==> src/rtl/sort_pass_ctrl.sv <==
// sort_pass_ctrl: sequencing controller for the 8-lane, 32-bit iterative
// odd/even sorting datapath. Owns the datapath select line, counts
// compare-exchange passes and wraps each sort in valid/ready handshakes.
// The controller never touches the 32-bit lane data itself.
//
// Optional build macro: SORT_EARLY_DONE_EN
//   Defined:   leave SORT as soon as the registered lanes are already
//              non-increasing (lane0 >= lane1 >= ... >= lane7, unsigned).
//   Undefined: sort_data is ignored; every sort runs exactly NUM_PASSES passes.
module sort_pass_ctrl #(
  parameter int unsigned NUM_PASSES = 4,
  parameter int unsigned CNT_W      = 4,
  parameter int unsigned STAT_W     = 16
) (
  input  logic              clk,
  input  logic              rst,
  input  logic              in_valid,
  output logic              in_ready,
  input  logic              flush,
  output logic              sel,
  input  logic [255:0]      sort_data,
  output logic              out_valid,
  input  logic              out_ready,
  output logic              busy,
  output logic [CNT_W-1:0]  pass_cnt,
  output logic [STAT_W-1:0] sort_count
);

  typedef enum logic [1:0] {
    IDLE = 2'd0,
    SORT = 2'd1,
    DONE = 2'd2
  } state_t;

  localparam logic [CNT_W-1:0] PASSES = CNT_W'(NUM_PASSES);

  state_t           state;
  state_t           state_nxt;
  logic [CNT_W-1:0] cnt_nxt;
  logic [CNT_W:0]   cnt_inc;
  logic             accept;
  logic             handshake;
  logic             last_pass;
  logic             early_done;

  // Upstream may hand over a vector only in IDLE, and never while reset or
  // flush is pending, so an accept can never be lost to a higher-priority event.
  assign in_ready  = (state == IDLE) & ~rst & ~flush;
  assign accept    = in_valid & in_ready;
  // Flush beats the output handshake; reset is handled by priority in the flop.
  assign handshake = (state == DONE) & out_ready & ~flush;
  // One bit wider than pass_cnt so the +1 can never wrap before the compare.
  assign cnt_inc   = {1'b0, pass_cnt} + {{CNT_W{1'b0}}, 1'b1};
  assign last_pass = cnt_inc >= {1'b0, PASSES};

`ifdef SORT_EARLY_DONE_EN
  // Registered lanes already non-increasing: further passes cannot change them.
  always_comb begin
    early_done = 1'b1;
    for (int unsigned i = 0; i < 7; i++) begin
      if (sort_data[32*i +: 32] < sort_data[32*(i+1) +: 32]) early_done = 1'b0;
    end
  end
`else
  logic unused_sort_data;

  assign early_done       = 1'b0;
  assign unused_sort_data = ^sort_data;
`endif

  // Next-state and next pass count; flush overrides every state transition.
  always_comb begin
    state_nxt = state;
    cnt_nxt   = pass_cnt;
    if (flush) begin
      state_nxt = IDLE;
      cnt_nxt   = '0;
    end else begin
      case (state)
        IDLE: begin
          // The accept edge itself is pass 1, since sel=1 feeds the inputs.
          if (accept) begin
            cnt_nxt   = CNT_W'(1);
            state_nxt = (NUM_PASSES <= 1) ? DONE : SORT;
          end
        end
        SORT: begin
          if (pass_cnt < PASSES) cnt_nxt = cnt_inc[CNT_W-1:0];
          if (last_pass || early_done) state_nxt = DONE;
        end
        DONE: begin
          if (out_ready) state_nxt = IDLE;
        end
        default: begin
          state_nxt = IDLE;
          cnt_nxt   = '0;
        end
      endcase
    end
  end

  // State, counters and registered outputs; reset outranks flush and handshakes.
  always_ff @(posedge clk) begin
    if (rst) begin
      state      <= IDLE;
      pass_cnt   <= '0;
      sort_count <= '0;
      sel        <= 1'b1;
      out_valid  <= 1'b0;
      busy       <= 1'b0;
    end else begin
      state     <= state_nxt;
      pass_cnt  <= cnt_nxt;
      if (handshake) sort_count <= sort_count + STAT_W'(1);
      sel       <= (state_nxt == IDLE);
      out_valid <= (state_nxt == DONE);
      busy      <= (state_nxt != IDLE);
    end
  end

endmodule

==> config.mk <==
export PLATFORM = sky130hd
export DESIGN_NAME = sort_pass_ctrl
export DESIGN_NICKNAME = d
export VERILOG_FILES = /design/src/rtl/sort_pass_ctrl.sv
export SDC_FILE = /design/constraint.sdc
export NUM_CORES = 1
export LEC_CHECK = 0
export ABC_AREA = 1
export CORE_AREA = 10 10 103 105
export DETAILED_ROUTE_END_ITERATION = 6
export DIE_AREA = 0 0 113 115
export PLACE_DENSITY = 0.7
export SLEW_MARGIN = 30
export SYNTH_ARGS = -nofsm -noshare
export SYNTH_HDL_FRONTEND = slang
export SYNTH_SLANG_ARGS = --single-unit
==> constraint.sdc <==
create_clock -name clk -period 4.1 [get_ports clk]
set_clock_uncertainty 0.2 [all_clocks]
set_input_delay 0.82 -clock clk [delete_from_list [all_inputs] [get_ports clk]]
set_output_delay 0.82 -clock clk [all_outputs]
set_load 0.02 [all_outputs]
==> results.sh, run 1 <==
export IMPL_status="finished clean"
export IMPL_grt_first_pass_wirelength_um=5264
export IMPL_io_buffers=28
export IMPL_cp_max_fo=5
export IMPL_synth_area_per_cell_um2=7.193
export IMPL_synthTopCellsByArea="dfxtp_1 40%, nand2_1 9.5%, nor2_1 8.6%"
export IMPL_layout_drive_gt1_share_pct=11.65
export IMPL_grt_max_degree=16
export IMPL_setup_tns_ns=0
export IMPL_cts_hold_buf=0
export IMPL_synthMuxAreaShare_pct=0
export IMPL_numCtsBuffers=3
export IMPL_synth_area_leader_cell="dfxtp_1"
export IMPL_synth_top_area_share_pct=39.76
export IMPL_hold_viol=0
export IMPL_setup_viol=0
export IMPL_cp_end_kind="output port"
export IMPL_yosysSeqAreaShare_pct=39.76
export IMPL_dp_hpwl_um=2554
export IMPL_postRouteAntennaNets=0
export IMPL_place_gp_congestion=0.7257
export IMPL_dr_total_vias=1169
export IMPL_fp_dieH_um=115
export IMPL_p_comb_share_pct=5.9
export IMPL_grt_pass1_vias=1131
export IMPL_wl_um=3192
export IMPL_ctsResizeCount=0
export IMPL_cp_slowest_cell="clkdlybuf4s50_1"
export IMPL_critPathArrivalTime_ns=2.35
export IMPL_p_sw_mw=0.1009
export IMPL_synthXorXnorAreaFrac_pct=0.6958
export IMPL_viasPerCell=3.723
export IMPL_clock_latency_ns=0.28
export IMPL_synth_most_common_cell="nand2_1"
export IMPL_row_count=34
export IMPL_tightest_slew_ns=0.3665
export IMPL_synth_common_cells="32 x nand2_1, 29 x nor2_1, 28 x inv_1"
export IMPL_async_flop_share_pct=0
export IMPL_initial_core_util_pct=14.72
export IMPL_fillCellCount=950
export IMPL_swShare_pct=23.78
export IMPL_core_um2=8551
export IMPL_fin_nets=470
export IMPL_multiInputGateArea_um2=635.6
export IMPL_vdd_drop_max_mv=0.1039
export IMPL_cts_setup_buffers=0
export IMPL_cts_root_buf="clkbuf_8"
export IMPL_wl_per_cell_um=10.17
export IMPL_grt_overflow_total=0
export IMPL_worst_ep_required_time_ns=3.08
export IMPL_crit_path_start_kind="input pin"
export IMPL_synth_top_family_by_area="simple AND/OR/NAND/NOR gates"
export IMPL_die_w_um=113
export IMPL_p_per_area_nw_per_um2=246.7
export IMPL_drtIter0Drc=132
export IMPL_slew_headroom_pct=75.54
export IMPL_crit_path_frequent_cell="clkdlybuf4s50_1"
export IMPL_p_int_mw=0.3235
export IMPL_numClockSinks=25
export IMPL_syn_nets=438
export IMPL_yosys_warnings=0
export IMPL_path_buf_inv=3
export IMPL_leakagePower_nw=0.6584
export IMPL_cts_max_path_buffers=2
export IMPL_power_frac_clock_pct=36.4
export IMPL_dr_pass1_iters=6
export IMPL_diodes=0
export IMPL_yosys_register_bits=25
export IMPL_final_util_pct=20.12
export IMPL_synth_compound_area_share_pct=11.13
export IMPL_worst_hold_path_type="reg -> reg"
export IMPL_pwr_share_seq_pct=57.7
export IMPL_period_share_pct=82.21
export IMPL_drt_drc_violations_left=0
export IMPL_cts_max_level=1
export IMPL_period_needed_ns=3.371
export IMPL_p_total_mw=0.4244
export IMPL_worst_hold_slack_ns=0.2711
export IMPL_layout_area_seq_um2=500.5
export IMPL_rsz0062_at_grt="no"
export IMPL_netlist_area_um2=1259
export IMPL_area_growth_pct=36.68
export IMPL_fmax_ghz=0.2967
export IMPL_path_class="in -> out"
export IMPL_cts_tree="yes"
export IMPL_synth_edf_count=0
export IMPL_dieArea_um2=13000
export IMPL_critPathMaxStageDelay_ns=0.63
export IMPL_maxCapViolCount=0
export IMPL_slew_viol_final=0
export IMPL_synthAdderAreaFrac_pct=1.988
export IMPL_crit_family="buffers and inverters"
export IMPL_antenna_found_initial=0
export IMPL_synthSimpleGateAreaFrac_pct=36.68
export IMPL_grt_total_usage_pct=4.981
export IMPL_synthDistinctLibCells=25
export IMPL_synth_top_flop_cell="dfxtp_1"
export IMPL_synthCells=175
export IMPL_path_cells="clkdlybuf4s50_1, nor2_4, inv_1, nor3_1, clkdlybuf4s50_1"
export IMPL_cts_clk_slew_worst_paths_ns=0.09
export IMPL_io_pin_count=285
[per-stage QoR]
| step | setup slack [ns] | area [um2] | std cells |
|---|---|---|---|
| after floorplan | 1.484 | 1259 | 175 |
| after global placement | 0.7531 | 1672 | 310 |
| after detailed placement | 0.7449 | 1672 | 310 |
| after CTS | 0.7381 | 1720 | 314 |
| after global routing | 0.6574 | 1720 | 314 |
| final | 0.7293 | 1720 | 314 |
[power groups by stage]
stage | sequential [mW] | combinational [mW] | clock, mW
final | 0.245 | 0.0249 | 0.155
after global routing | 0.245 | 0.0277 | 0.168
after CTS | 0.245 | 0.0251 | 0.162
after detailed placement | 0.251 | 0.0249 | 0
after global placement | 0.251 | 0.0246 | 0
after floorplan | 0.252 | 0.0129 | 0
[worst reg2reg max path, delay by kind of cell, from the launching register on]
family                   cells  cell delay [ns]
adder cells (fa/ha/maj)      1             0.27
flip-flops                   1             0.42
AO/OA/AOI/OAI                1             0.16
AND/OR/NAND/NOR              4             0.45
[sequential cells by signal, indices dropped and copies added (netlist names)]
name,cells
sort_count,16
out_valid,1
pass_cnt,4
busy,1
sel,1
state,2
[cells by family (layout without fill, tap and decap cells)]
logic type                 Yosys count  in the layout
xor gates and xnor gates             1              1
adders and majority gates            2              2
AOI/OAI and AO/OA                   25             25
and+or+nand+nor                     90             90
buffers and inverters               32             63
DFF                                 25             25
[final timing paths]
path	from	to	slack (ns)	cells past startpoint
worst min register to register	pass_cnt[3]	pass_cnt[3]	0.27	2
worst max register to register	sort_count[0]	sort_count[6]	2.52	6
worst min-delay path	pass_cnt[3]	pass_cnt[3]	0.27	2
worst max-delay path	flush	in_ready	0.73	5
[cell type report]
cell class	count	share of cell area, %
Clock buffer	3	2.400
Sequential cell	25	29.09
Timing Repair Buffer	29	16.73
Inverter	30	6.545
Tap cell	108	7.855
Clock inverter	1	0.4364
Multi-Input combinational cell	118	36.95
[layer usage]
metal / track usage [%] / part of all wire [%] / vias to the layer above
met2: 8.257 / 46 / 28
li1: - / - / 615
met1: 5.482 / 43 / 522
met3: 2.656 / 9.4 / 4
met5: 0 / 0 / -
met4: 1.269 / 0.85 / 0
[layout by cell type (no fill, tap or decap), drive strengths merged]
cell,Yosys,final
clkinvlp,0,1
xor2,1,1
a21oi,10,10
nand3b,1,1
ha,2,2
clkbuf,0,3
clkdlybuf4s50,0,28
nand4,4,4
o21ai,12,12
dfxtp,25,25
o21bai,1,1
nand3,9,9
nand2,35,35
buf,2,1
o21a,1,1
nor3,4,4
nor2,37,37
inv,30,30
o211ai,1,1
Power figures use the tool's default switching activity.
==> run 2: changes to the inputs <==
==> constraint.sdc (replaced) <==
create_clock -name clk -period 3.45 [get_ports clk]
set_clock_uncertainty 0.2 [all_clocks]
set_input_delay 0.69 -clock clk [delete_from_list [all_inputs] [get_ports clk]]
set_output_delay 0.69 -clock clk [all_outputs]
set_load 0.02 [all_outputs]
==> run 2 against run 1 <==
Setup slack worse by 0.40 ns. First-iteration DRC count shrank 52%. Critical path type unchanged. Register-to-register slack got worse by 0.64 ns. Critical path depth did not move. Power rose by 16%. Sequential power grew 19%. Die area is the same. Final cell count did not move. Critical endpoint unchanged. Largest power group unchanged. Non-clock buffer count did not move. Utilization barely moved.
==> results.sh, run 2 (same netlist as run 1, synthesis figures left out) <==
export IMPL_status="finished clean"
export IMPL_tightest_slew_ns=0.3624
export IMPL_initial_core_util_pct=14.72
export IMPL_critPathArrivalTime_ns=2.23
export IMPL_grt_pass1_vias=1141
export IMPL_layout_area_seq_um2=500.5
export IMPL_p_total_mw=0.4923
export IMPL_layout_drive_gt1_share_pct=11.65
export IMPL_grt_first_pass_wirelength_um=5299
export IMPL_critPathMaxStageDelay_ns=0.63
export IMPL_ctsResizeCount=0
export IMPL_final_cell_mix="32 x nand2_1, 29 x nor2_1, 28 x inv_1, 28 x clkdlybuf4s50_1, 25 x dfxtp_1"
export IMPL_crit_path_end="in_ready"
export IMPL_slew_headroom_pct=75.82
export IMPL_cts_hold_buf=0
export IMPL_row_count=34
export IMPL_globalRouteMet3Util_pct=2.865
export IMPL_postRouteAntennaNets=0
export IMPL_crit_family="buffers and inverters"
export IMPL_regMostFlops="sort_count"
export IMPL_drtIter0Drc=63
export IMPL_startpoint="flush"
export IMPL_numClockSinks=25
export IMPL_rsz0062_at_grt="no"
export IMPL_die_w_um=113
export IMPL_cts_max_path_buffers=2
export IMPL_vdd_drop_max_mv=0.1034
export IMPL_wl_per_cell_um=10.06
export IMPL_setup_tns_ns=0
export IMPL_wl_um=3158
export IMPL_grt_max_degree=15
export IMPL_cp_slowest_cell="clkdlybuf4s50_1"
export IMPL_globalRouteMet1Util_pct=5.265
export IMPL_dr_pass1_iters=4
export IMPL_cts_root_buf="clkbuf_8"
export IMPL_diodes=0
export IMPL_cts_clk_slew_worst_paths_ns=0.08
export IMPL_io_pin_count=285
export IMPL_p_per_area_nw_per_um2=286.6
export IMPL_rr_endpoint="sort_count[6]"
export IMPL_final_util_pct=20.09
export IMPL_fin_nets=470
export IMPL_area_growth_pct=36.48
export IMPL_crit_cells=5
export IMPL_numCtsBuffers=3
export IMPL_dp_hpwl_um=2601
export IMPL_core_um2=8551
export IMPL_cp_end_kind="output port"
export IMPL_largest_register_ffs=16
export IMPL_dr_total_vias=1132
export IMPL_worst_ep_required_time_ns=2.56
export IMPL_leakagePower_nw=0.6621
export IMPL_dieArea_um2=13000
export IMPL_worstRegToRegCells=6
export IMPL_multiInputGateArea_um2=635.6
export IMPL_viasPerCell=3.605
export IMPL_grt_busiest_layer="met2"
export IMPL_cts_tree="yes"
export IMPL_cts_max_level=1
export IMPL_io_buffers=28
export IMPL_fillCellCount=944
export IMPL_r2r_start="sort_count[0]"
export IMPL_drt_drc_violations_left=0
export IMPL_layout_commonest_cell="nand2_1"
export IMPL_crit_path_start_kind="input pin"
export IMPL_grt_total_usage_pct=4.968
export IMPL_slew_viol_final=0
export IMPL_clock_latency_ns=0.27
export IMPL_period_share_pct=90.34
export IMPL_setup_viol=0
export IMPL_place_gp_congestion=0.7225
export IMPL_worst_hold_path_type="reg -> reg"
export IMPL_hold_viol=0
export IMPL_grt_overflow_total=0
export IMPL_reg2reg_slack_ns=1.88
export IMPL_maxCapViolCount=0
export IMPL_path_class="in -> out"
export IMPL_crit_path_frequent_cell="clkdlybuf4s50_1"
export IMPL_path_buf_inv=3
export IMPL_gr_usage_met2_pct=8.449
export IMPL_antenna_found_initial=0
export IMPL_period_needed_ns=3.117
export IMPL_cts_setup_buffers=0
export IMPL_path_cells="clkdlybuf4s50_1, nor2_4, inv_1, nor3_1, clkdlybuf4s50_1"
export IMPL_layout_top_registers="sort_count: 16 flops, pass_cnt: 4 flops, state: 2 flops"
export IMPL_fp_dieH_um=115
export IMPL_fmax_ghz=0.3209
export IMPL_cp_max_fo=5
run 2: changes by cell type in the layout (fill, tap and decap cells not counted), sizes merged:
cell | before | now
clkinv | 0 | 1
clkinvlp | 1 | 0
run 2: worst min-delay path, delay by kind of cell (launching register included):
kind	cells	cell delay [ns]
DFF	1	0.33
and+or+nand+nor	2	0.10
run 2: worst min-delay path by stage:
stage	startpoint	endpoint	slack [ns]	cells after the start
after floorplan	pass_cnt[3]	pass_cnt[3]	0.33	2
after global placement	pass_cnt[3]	pass_cnt[3]	0.24	2
after detailed placement	pass_cnt[3]	pass_cnt[3]	0.26	2
after CTS	pass_cnt[3]	pass_cnt[3]	0.27	2
after global routing	pass_cnt[3]	pass_cnt[3]	0.30	2
final	pass_cnt[3]	pass_cnt[3]	0.27	2
run 2: per-stage QoR:
stage | setup slack, ns | cells | hold slack [ns] | instance area (um2)
after detailed placement | 0.3387 | 310 | 0.2587 | 1672
after floorplan | 1.094 | 175 | 0.3254 | 1259
after global routing | 0.2731 | 314 | 0.3035 | 1718
final | 0.3333 | 314 | 0.2673 | 1718
after global placement | 0.3627 | 310 | 0.2404 | 1672
after CTS | 0.3412 | 314 | 0.2725 | 1718
run 2: area by class of cell:
class                      count  area share [%]
inverter                      30           6.555
clock inverter                 1          0.2913
sequential                    25           29.13
timing repair buffer          29           16.75
clock buffer                   3           2.403
multi-input combinational    118           37.00
tap                          108           7.866
run 2: power by group:
group	internal, mW	switching [mW]	total (mW)
Sequential	0.290	0.00120	0.291
Clock	0.0806	0.0911	0.172
Combinational	0.0125	0.0171	0.0296
run 2: metal layers:
metal | share of wire (%) | up-vias
met3 | 9.0 | 2
met2 | 48 | 20
met4 | 0.54 | 0
met5 | 0 | -
li1 | - | 614
met1 | 42 | 496
